$ cat config.mk
export PLATFORM = sky130hd
export DESIGN_NAME = s2p_deser_flat
export DESIGN_NICKNAME = d
export VERILOG_FILES = /design/src/rtl/s2p_deser_if.sv /design/src/rtl/s2p_deser.sv /design/src/flat_wrapper.sv
export SDC_FILE = /design/constraint.sdc
export NUM_CORES = 1
export LEC_CHECK = 0
export ABC_AREA = 1
export CAP_MARGIN = 20
export CORE_UTILIZATION = 48
export DETAILED_ROUTE_END_ITERATION = 10
export GPL_TIMING_DRIVEN = 1
export PLACE_DENSITY = 0.75
export SLEW_MARGIN = 20
export SYNTH_ARGS = -nofsm -noshare
export SYNTH_HDL_FRONTEND = slang
export SYNTH_SLANG_ARGS = --single-unit
$ cat constraint.sdc
create_clock -name clk -period 1.4 [get_ports clk]
set_input_delay 0.28 -clock clk [delete_from_list [all_inputs] [get_ports clk]]
set_output_delay 0.28 -clock clk [all_outputs]
set_load 0.1 [all_outputs]
$ cat src/rtl/s2p_deser_if.sv
`default_nettype none
// +-----------------------------------------------------------------------+
// | s2p_deser_if : serial-in / parallel-out bus bundle for s2p_deser      |
// | Rev 1.0                                                               |
// +-----------------------------------------------------------------------+
interface s2p_deser_if #(
  parameter int WIDTH = 8
);
  logic             serin;
  logic             sin_valid;
  logic             frame_clr;
  logic [WIDTH-1:0] parout;
  logic             out_valid;
  logic             out_ready;
  logic             busy;
  logic             overrun;

  modport master (
    output serin, sin_valid, frame_clr, out_ready,
    input  parout, out_valid, busy, overrun
  );

  modport slave (
    input  serin, sin_valid, frame_clr, out_ready,
    output parout, out_valid, busy, overrun
  );
endinterface
`default_nettype wire

$ cat src/rtl/s2p_deser.sv
`default_nettype none
// +-----------------------------------------------------------------------+
// | s2p_deser : MSB-first serial-to-parallel deserializer, valid/ready    |
// | Rev 1.0                                                               |
// +-----------------------------------------------------------------------+
module s2p_deser #(
  parameter int WIDTH = 8
) (
  input  wire         clk,
  input  wire         rst_n,
  s2p_deser_if.slave  bus
);
  localparam int           CW     = (WIDTH > 2) ? $clog2(WIDTH) : 1;
  localparam logic [CW-1:0] C_LAST = CW'(WIDTH - 1);

  logic [WIDTH-2:0] r_shift;
  logic [CW-1:0]    r_cnt;
  logic [WIDTH-1:0] r_parout;
  logic             r_out_valid;
  logic             r_overrun;

  logic [WIDTH-1:0] w_word;
  logic             w_take;
  logic             w_complete;
  logic             w_accept;
  logic             w_load;

  assign w_word     = {r_shift, bus.serin};
  assign w_take     = bus.sin_valid & ~bus.frame_clr;
  assign w_complete = w_take & (r_cnt == C_LAST);
  assign w_accept   = r_out_valid & bus.out_ready;
  // Output slot is free if empty or being drained on this same edge.
  assign w_load     = w_complete & (~r_out_valid | bus.out_ready);

  always_ff @(posedge clk or negedge rst_n) begin
    if (!rst_n) begin
      r_shift     <= '0;
      r_cnt       <= '0;
      r_parout    <= '0;
      r_out_valid <= 1'b0;
      r_overrun   <= 1'b0;
    end else begin
      if (bus.frame_clr) begin
        r_shift   <= '0;
        r_cnt     <= '0;
        r_overrun <= 1'b0;
      end else if (bus.sin_valid) begin
        r_shift <= w_word[WIDTH-2:0];
        r_cnt   <= (r_cnt == C_LAST) ? '0 : r_cnt + CW'(1);
        if (w_complete && !w_load)
          r_overrun <= 1'b1;
      end

      if (w_load) begin
        r_parout    <= w_word;
        r_out_valid <= 1'b1;
      end else if (w_accept) begin
        r_out_valid <= 1'b0;
      end
    end
  end

  assign bus.parout    = r_parout;
  assign bus.out_valid = r_out_valid;
  assign bus.busy      = (r_cnt != '0);
  assign bus.overrun   = r_overrun;
endmodule
`default_nettype wire

$ cat src/flat_wrapper.sv
// flat-port wrapper written by rule: the top's interface ports become plain ports
module s2p_deser_flat 
#(
  parameter int WIDTH = 8
)
  (clk, rst_n, bus_serin, bus_sin_valid, bus_frame_clr, bus_out_ready, bus_parout, bus_out_valid, bus_busy, bus_overrun);
  s2p_deser_if #(.WIDTH(WIDTH)) bus_i ();
  input  wire clk;
  input  wire rst_n;
  input wire logic [$bits(bus_i.serin)-1:0] bus_serin;
  input wire logic [$bits(bus_i.sin_valid)-1:0] bus_sin_valid;
  input wire logic [$bits(bus_i.frame_clr)-1:0] bus_frame_clr;
  input wire logic [$bits(bus_i.out_ready)-1:0] bus_out_ready;
  output wire logic [$bits(bus_i.parout)-1:0] bus_parout;
  output wire logic [$bits(bus_i.out_valid)-1:0] bus_out_valid;
  output wire logic [$bits(bus_i.busy)-1:0] bus_busy;
  output wire logic [$bits(bus_i.overrun)-1:0] bus_overrun;
  assign bus_i.serin = bus_serin;
  assign bus_i.sin_valid = bus_sin_valid;
  assign bus_i.frame_clr = bus_frame_clr;
  assign bus_i.out_ready = bus_out_ready;
  assign bus_parout = bus_i.parout;
  assign bus_out_valid = bus_i.out_valid;
  assign bus_busy = bus_i.busy;
  assign bus_overrun = bus_i.overrun;
  s2p_deser #(.WIDTH(WIDTH)) u_core (.clk(clk), .rst_n(rst_n), .bus(bus_i));
endmodule
==> metrics.txt <==
initial core utilization=between 50% and 60%; switching share of power=about 25%; top cell type's share of synthesized area=58.9%; cell count after synthesis=88; clk slew on worst S/H paths=approximately 0.11 ns; actual transition at the worst max-transition pin=roughly 0.27 ns; worst flop-to-flop path startpoint=u_core.r_cnt[1]$_DFFE_PN0P_; kind of critical path=register to output pin; sum of routed wire length over all layers=about 1700 um; # port buffers=16; cell chain of the critical path=inv_2 -> ha_4 -> nand2_4 -> buf_12; top library cells by usage in the layout, fill and taps aside=sky130_fd_sc_hd__nand2_1, sky130_fd_sc_hd__dfrtp_1, sky130_fd_sc_hd__buf_12; buffers plus inverters on the worst setup path=2; Placeable Area=about 1600 um^2; Detailed Routing Iterations Pass 1=9; worst-case register-to-register setup slack=0.06 ns; total via count in the routed design=between 600 and 700; type of the tightest min-delay check=input pin to asynchronous set/reset pin; netlist area before placement=between 800 and 900 um^2; final non-filler cell area=~1200 um^2; final slew viol count=0; element type at the critical path end=output pin; Final Setup Violations=1; Critical Path Slowest Stage Cell=sky130_fd_sc_hd__dfrtp_1; global-route wire length before repair=~2900 um; most common cell after layout, fill and taps aside=sky130_fd_sc_hd__nand2_1; switching power total=around 270 uW; post-place instance area=1150 um^2; synthesized net count=97; register bit total from synthesis=20; DIE AREA=just under 2000 um^2; clock insertion delay at the later pin of the skew report=roughly 0.29 ns; ports placed on the boundary=17; hold_ws=around 0.3 ns; TritonCTS clock tree=built; outcome=finished, violations left; setup total negative slack=-0.0307 ns; aggregate global routing overflow=0; clock network fraction of design power=a little under a third; antenna cells=0; biggest fanout along the worst timing path=2; Root Buffer=sky130_fd_sc_hd__clkbuf_4; post-detailed-placement half-perimeter wirelength=between 1000 and 1500 um; final worst path period need=approximately 1.4 ns; global-route total usage across every layer=between 20% and 30%; synth top area cells=sky130_fd_sc_hd__dfrtp_1, sky130_fd_sc_hd__nand2_1, sky130_fd_sc_hd__nand4_1; sink count of the clock tree=20; die span in y=approximately 44 um; Max Freq=between 600 and 700 MHz; count of nets after finishing=approximately 120; CTS H-tree depth=1; combinational fraction of design power=approximately 14%; worst-case headroom to the max-slew limit=81.9%; post-detailed-route wirelength per cell=about 14 um; Std-Cell Rows=14; worst stage delay on the critical path=between 0.4 and 0.5 ns; count of antenna-violating nets left after detailed routing=0; Avg Inst Size Synth=9.65 um^2; Die X-Extent=between 40 and 50 um; pin count of the biggest net entering global routing=21; Power Dens Cells=around 880 nW/um^2; number of remaining DRC errors=1; vias per cell=about 5.4; post-route clock skew=0.00288 ns; destination of the worst register-to-register timing path=u_core.bus.parout[7]$_DFFE_PN0P_; Worst Setup Start Kind=register; reported max-cap violation count=0; vias in the first global route=approximately 690; routability congestion estimate=around 0.8; initial detailed-routing violation count=33; part of the power in registers=between 50 and 60%; initial antenna violation count=0; Final period util=102%; count of warnings emitted by yosys=0; number of buffers inserted by hold repair at cts=0; area leader, netlist=sky130_fd_sc_hd__dfrtp_1; Num CTS Buffers=3; maximum vdd drop=approximately 0.61 mV; Hold Violations, Final=0; failing checks=DRC, setup timing; Leak Pwr=about 0.00059 uW; area overhead of the layout relative to synthesis=44.0%; share of layout cells above drive strength 1=27.0%; unrepaired setup endpoints after global routing=true; reg2reg path depth=5; final worst slack=-0.0307 ns; CP top delay family=flip-flops; count of distinct cell types in the synthesized netlist=13; worst endpoint data arrival time=between 1 and 1.5 ns; fraction of the yosys area taken by sequential cells=around three fifths; required time of the worst setup path=around 1.1 ns; internal power component=806 uW; maximum count of clock buffers along a single path=2
[worst max path at each step]
stage                                      startpoint  slack [ns]                                to  cells past startpoint
after global placement                  bus_sin_valid      0.0008  u_core.bus.parout[4]$_DFFE_PN0P_                      6
after floorplan           u_core.r_cnt[0]$_DFFE_PN0P_        0.16                          bus_busy                      3
after global routing      u_core.r_cnt[0]$_DFFE_PN0P_       -0.08                          bus_busy                      4
after detailed placement                bus_sin_valid       -0.06  u_core.bus.parout[7]$_DFFE_PN0P_                      6
after CTS                 u_core.r_cnt[0]$_DFFE_PN0P_       -0.03                          bus_busy                      4
final                     u_core.r_cnt[0]$_DFFE_PN0P_       -0.03                          bus_busy                      4
[per-layer routing]
metal	vias to the layer above	track usage [%]	wire length, um
met4	0	7.27	4
li1	333	-	-
met1	327	28.6	786
met3	2	2.86	59
met2	21	31.8	889
met5	-	0	0
[synthesized netlist by cell type]
| master | instances |
|---|---|
| sky130_fd_sc_hd__nand3_2 | 1 |
| sky130_fd_sc_hd__inv_2 | 1 |
| sky130_fd_sc_hd__buf_2 | 2 |
| sky130_fd_sc_hd__nand4_1 | 8 |
| sky130_fd_sc_hd__o21ai_0 | 6 |
| sky130_fd_sc_hd__nand2_1 | 25 |
| sky130_fd_sc_hd__nor2_4 | 1 |
| sky130_fd_sc_hd__o22ai_1 | 5 |
| sky130_fd_sc_hd__nand3_1 | 3 |
| sky130_fd_sc_hd__buf_6 | 1 |
| sky130_fd_sc_hd__dfrtp_1 | 20 |
| sky130_fd_sc_hd__inv_1 | 12 |
| sky130_fd_sc_hd__ha_1 | 3 |
[power by group through the flow]
stage	clock network [uW]	logic, uW	registers (uW)
after floorplan	0	67.8	607
after global placement	0	131	603
after detailed placement	0	135	604
after CTS	338	148	593
after global routing	356	163	595
final	330	153	594
[cells by family after synthesis]
| kind of cell | count (synthesis) | share of synthesized area [%] |
|---|---|---|
| flops | 20 | 58.9 |
| buf+inv | 16 | 8.25 |
| compound gates | 11 | 7.22 |
| simple gates | 38 | 21.2 |
| fa+ha+maj | 3 | 4.42 |
[per-stage QoR]
| step | util [%] | cells | power, uW | worst slack (ns) |
|---|---|---|---|---|
| after CTS | 77.0 | 126 | 1080 | -0.0317 |
| final | 77.6 | 127 | 1080 | -0.0307 |
| after detailed placement | 73.1 | 121 | 739 | -0.0628 |
| after global placement | 73.1 | 121 | 734 | 0.000751 |
| after floorplan | - | 88 | 675 | 0.158 |
| after global routing | 77.6 | 127 | 1110 | -0.0776 |
[repair_timing]
action | 4_1_cts | 5_1_grt
pin swaps | 1 | 0
resized for setup | 5 | 1
setup endpoints to repair | 3 | 12
buffers inserted | 1 | 1
[cell type report]
type / count / area [um^2]
flip-flops and latches: 20 / 502
fillers: 110 / 353
repair buffers: 22 / 315
multi-input cells: 52 / 302
inverters: 13 / 48.8
clock buffers: 4 / 36.3
well taps: 16 / 20.0
[registers in the layout, summed over array words and instances, names as in the netlist]
signal / flops
u_core.bus.overrun: 1
u_core.bus.parout: 8
u_core.bus.out_valid: 1
u_core.r_shift: 7
u_core.r_cnt: 3
Note: power is estimated with default switching activity, not from simulation.
